### config.mk
export PLATFORM = sky130hd
export DESIGN_NAME = uart_tx_arbiter
export DESIGN_NICKNAME = d
export VERILOG_FILES = /design/src/rtl/uart_tx_arbiter.sv
export SDC_FILE = /design/constraint.sdc
export NUM_CORES = 1
export LEC_CHECK = 0
export CAP_MARGIN = 20
export CORE_MARGIN = 4
export CORE_UTILIZATION = 42
export CTS_CLUSTER_DIAMETER = 60
export DETAILED_ROUTE_END_ITERATION = 12
export GPL_TIMING_DRIVEN = 0
export PLACE_DENSITY = 0.75
export SLEW_MARGIN = 20
export SYNTH_ARGS = -nofsm -noshare
export SYNTH_HDL_FRONTEND = slang
export SYNTH_SLANG_ARGS = --single-unit
### constraint.sdc
create_clock -name i_clk -period 1.9 [get_ports i_clk]
set_input_delay 0.19 -clock i_clk [delete_from_list [all_inputs] [get_ports i_clk]]
set_output_delay 0.19 -clock i_clk [all_outputs]
set_load 0.02 [all_outputs]
### src/rtl/uart_tx_arbiter.sv
// Round-robin arbiter sharing one UART transmitter among N_REQ byte-stream requesters.
// A grant is held for a whole packet (closed by i_last) and revoked if the owner stalls too long.
module uart_tx_arbiter #(
  parameter int DATA_SIZE    = 8,
  parameter int N_REQ        = 4,
  parameter int HOLD_TIMEOUT = 1024
) (
  input  logic                       i_clk,
  input  logic                       i_reset,
  input  logic [N_REQ-1:0]           i_req,
  input  logic [N_REQ-1:0]           i_last,
  input  logic [N_REQ*DATA_SIZE-1:0] i_data,
  input  logic                       i_tx_active,
  input  logic                       i_tx_done,
  output logic                       o_tx_start,
  output logic [DATA_SIZE-1:0]       o_tx_data,
  output logic [N_REQ-1:0]           o_ack,
  output logic [N_REQ-1:0]           o_grant,
  output logic                       o_busy,
  output logic                       o_abort
);

  localparam int IW = $clog2(N_REQ);
  localparam int CW = (HOLD_TIMEOUT > 1) ? $clog2(HOLD_TIMEOUT) : 1;

  typedef logic [IW-1:0] idx_t;
  typedef enum logic [1:0] {IDLE, START, WAIT_DONE, HOLD} state_e;

  state_e                 state_q;
  idx_t                   ptr_q, win_q;
  logic                   last_q;
  logic [CW-1:0]          hold_cnt_q;
  logic                   tx_start_q, busy_q, abort_q;
  logic [DATA_SIZE-1:0]   tx_data_q;
  logic [N_REQ-1:0]       ack_q, grant_q;

  logic [DATA_SIZE-1:0]   lane [N_REQ];
  logic                   sel_any, latch_en;
  idx_t                   sel_idx, latch_idx;

  function automatic logic [N_REQ-1:0] onehot(input idx_t idx);
    onehot      = '0;
    onehot[idx] = 1'b1;
  endfunction

  function automatic idx_t next_idx(input idx_t idx);
    return (idx == IW'(N_REQ - 1)) ? '0 : idx + 1'b1;
  endfunction

  for (genvar g = 0; g < N_REQ; g++) begin : g_lane
    assign lane[g] = i_data[g*DATA_SIZE +: DATA_SIZE];
  end

  // Scan downwards so the requester closest to ptr_q is written last and wins.
  always_comb begin
    // NOTE: every variable gets a default before the loop so no latch is inferred.
    sel_any = 1'b0;
    sel_idx = '0;
    for (int i = N_REQ - 1; i >= 0; i--) begin
      int   j;
      idx_t k;
      j = int'(ptr_q) + i;
      if (j >= N_REQ) j = j - N_REQ;
      k = IW'(j);
      if (i_req[k]) begin
        sel_any = 1'b1;
        sel_idx = k;
      end
    end
  end

  always_comb begin
    latch_en  = 1'b0;
    latch_idx = win_q;
    case (state_q)
      IDLE: begin
        latch_en  = sel_any;
        latch_idx = sel_idx;
      end
      WAIT_DONE: latch_en = i_tx_done && !last_q && i_req[win_q];
      HOLD:      latch_en = i_req[win_q];
      default:   latch_en = 1'b0;
    endcase
  end

  always_ff @(posedge i_clk) begin
    // NOTE: state is updated with non-blocking assignments so every branch sees pre-edge values.
    if (!i_reset) begin
      state_q    <= IDLE;
      ptr_q      <= '0;
      win_q      <= '0;
      last_q     <= 1'b0;
      hold_cnt_q <= '0;
      tx_start_q <= 1'b0;
      tx_data_q  <= '0;
      ack_q      <= '0;
      grant_q    <= '0;
      busy_q     <= 1'b0;
      abort_q    <= 1'b0;
    end else begin
      ack_q   <= '0;
      abort_q <= 1'b0;
      if (latch_en) begin
        win_q      <= latch_idx;
        grant_q    <= onehot(latch_idx);
        tx_data_q  <= lane[latch_idx];
        last_q     <= i_last[latch_idx];
        ack_q      <= onehot(latch_idx);
        tx_start_q <= 1'b1;
        busy_q     <= 1'b1;
        state_q    <= START;
      end else begin
        case (state_q)
          START: begin
            if (i_tx_active) begin
              tx_start_q <= 1'b0;
              state_q    <= WAIT_DONE;
            end
          end
          WAIT_DONE: begin
            if (i_tx_done) begin
              if (last_q) begin
                grant_q <= '0;
                busy_q  <= 1'b0;
                ptr_q   <= next_idx(win_q);
                state_q <= IDLE;
              end else begin
                hold_cnt_q <= '0;
                state_q    <= HOLD;
              end
            end
          end
          HOLD: begin
            // Counter stops at its terminal value, so it can never wrap.
            if (hold_cnt_q == CW'(HOLD_TIMEOUT - 1)) begin
              abort_q <= 1'b1;
              grant_q <= '0;
              busy_q  <= 1'b0;
              ptr_q   <= next_idx(win_q);
              state_q <= IDLE;
            end else begin
              hold_cnt_q <= hold_cnt_q + 1'b1;
            end
          end
          default: state_q <= IDLE;
        endcase
      end
    end
  end

  assign o_tx_start = tx_start_q;
  assign o_tx_data  = tx_data_q;
  assign o_ack      = ack_q;
  assign o_grant    = grant_q;
  assign o_busy     = busy_q;
  assign o_abort    = abort_q;

endmodule

==> metrics <==
status finished with violations; violations in the final reports setup timing; placed instance count 321; Synth area leaders dfxtp_1, mux4_1, nand2_1, o2bb2ai_1, ha_1; sequential share of the synthesized area 0.3678; Gate Count Post-Synth 207; source-to-sink clock delay at the later pin of the worst-skew pair 290 ps; deepest clock path buffer count 2; worst setup path start ptr_q[1]; syn_nets 257; global-route congestion overflow total 0; category of the worst setup path launch point flip-flop; CTS tree done; ratio of cells with drive above 1 in the final layout 0.2100; top_reg_cell synth dfxtp_1; row cnt 24; maximum number of pins on one net before global-route repair 13; HP Start o_grant[3]; count of placed standard cells in the final layout, fillers left out 333; power density relative to cell area 1138 nW/um^2; Leak 0.001100 uW; area of the mapped netlist 1959 um^2; clock slew seen by the registers of the worst setup and hold paths 70 ps; chip height 76.30 um; post-synthesis sequential element count 36; largest vdd supply drop 0.7187 mV; async set or reset register ratio after synthesis 0; first-pass iteration count of the detailed router 4; post-detailed-route DRC marker count 0; number of warnings issued by yosys 0; most common library cell in the layout ignoring fill and taps clkdlybuf4s50_1; horizontal die dimension 76.30 um; arrival time of the worst setup path 2080 ps; vias in the first global route 1860; detailed-placement wirelength estimate 3582 um; global-route wire length before repair 8390 um; top library cells by usage in the layout, fill and taps aside clkdlybuf4s50_1, dfxtp_1, nand2_1; count of input and output buffers 62; critical path capture point type flip-flop; worst slack after detailed placement -774.0 ps; area share of the largest cell type after synthesis 0.3678; final period utilization 1.000; detail-routed via count per cell 5.523; HP Class reg2reg; final RePlAce weighted congestion 0.7921; syn avg cell area 9.466 um^2; final number of hold-violating endpoints 0; Design Power 3360 uW; Total Wirelength 4945 um; RSZ-0062 raised after global routing true; WS Path Type reg2reg; Routed Antenna Nets 0; number of buffers created by CTS 5; root buffer selected by CTS clkbuf_8; # H-tree levels 2; number of nets in the layout 330; global-route usage over all layers 0.1747; First DRT Iteration DRCs 59; I/O pin count 63; cell taking the most area after synthesis dfxtp_1; antenna violations before repair 0; overall via count from detail_route 1839; relative slew slack 0.5937; FF-to-FF setup slack -0.4 ps; Num Clock Sinks 36; final max-slew violation count 0; Ant. Diodes 0; full die area 5822 um^2; post-layout minimum cycle time 1900 ps; slack of the critical path -0.4334 ps; clock skew after layout 10.88 ps; final routed wire length divided by cell count 14.85 um; transition time of the tightest slew-check pin 601.6 ps; effective utilization at floorplan 0.4409; Area Overhead vs Synth 50.77%; Post-synth EDFFs 0; peak clock frequency supported by timing 526.2 MHz; source of the worst register-to-register timing path ptr_q[1]; critical path peak fanout 7; core footprint 4444 um^2; number of max-cap violations 0; post-synth cell types 48; Setup-failing EPs final 2; critical path required time 2080 ps
[worst paths after layout]
kind,depth (start not counted),endpoint
max,8,o_tx_data[1]
min,2,o_grant[3]
max reg2reg,8,o_tx_data[1]
min reg2reg,2,o_grant[3]
[Yosys cell counts (2+ instances only)]
cell type	n
nor2b_1	5
nand3b_1	2
nand3_1	5
buf_2	2
ha_1	6
o2bb2ai_1	9
and2_1	2
a21oi_1	8
and3_1	2
mux4_2	3
nand2b_1	3
o41ai_1	2
inv_1	11
nor3b_1	3
nor2_1	17
a21boi_0	5
xnor2_1	6
mux4_1	7
nand2_1	24
o21a_1	2
a221oi_1	2
or3_1	2
clkbuf_1	7
o21bai_1	2
nor3_1	4
o21ai_0	7
and3b_1	2
nand4_1	2
dfxtp_1	36
[per-layer routing]
metal	GRT usage	up-vias	share of wire
met4	0.05978	0	0.018
li1	-	902	-
met1	0.2197	886	0.45
met3	0.03664	9	0.045
met5	0	-	0
met2	0.2961	42	0.49
[stage by stage]
step	hold WS (ps)	instance area, um^2	utilization	TNS, ps
floorplan	358.4	1959	-	-24.82
detailed placement	444.5	2645	0.5952	-16640
finish	450.4	2954	0.6647	-0.8535
global placement	441.4	2645	0.5952	-15390
CTS	457.3	2825	0.6357	-344.6
global route	494.5	2954	0.6647	-878.2
[cell type report]
cell class	count	area [um^2]
buffer	9	72.57
clock buffer	5	68.82
clock inverter	3	18.77
fill	377	1490
inverter	11	41.29
multi-input combinational	149	1295
sequential	36	732.0
tap	52	65.06
timing repair buffer	68	660.6
[power breakdown]
part	internal (uW)	switching (uW)	leakage, uW
Combinational	933	851	0.000755
Sequential	933	106	0.000297
Clock	255	282	0.0000479
Total	2120	1240	0.00110
[registers in the layout, summed over array words and instances, names as in the netlist]
name	count
o_tx_start	1
win_q	2
o_abort	1
o_ack	4
o_tx_data	8
last_q	1
o_grant	4
ptr_q	2
state_q	2
hold_cnt_q	10
o_busy	1
[cells by family after synthesis]
family	synth area share
buf+inv	0.05300
flops	0.3678
fa+ha+maj	0.03831
compound gates	0.1839
mux	0.1335
simple gates	0.1922
xor+xnor	0.03129
[what timing repair did]
action	in CTS	in global routing
cloned	1	0
buffers inserted	4	1
setup endpoints to repair	31	28
hold buffers	0	0
pin swaps	3	7
resized for setup	28	35
[critical path: stages (launching register included)]
cell       delay, ps
dfxtp_4          380
and3b_1          170
a211oi_2          40
o221ai_2         160
o21a_1           160
buf_6            140
buf_8            120
mux4_2           490
o2bb2ai_1        130
(Power assumes the default switching activity.)
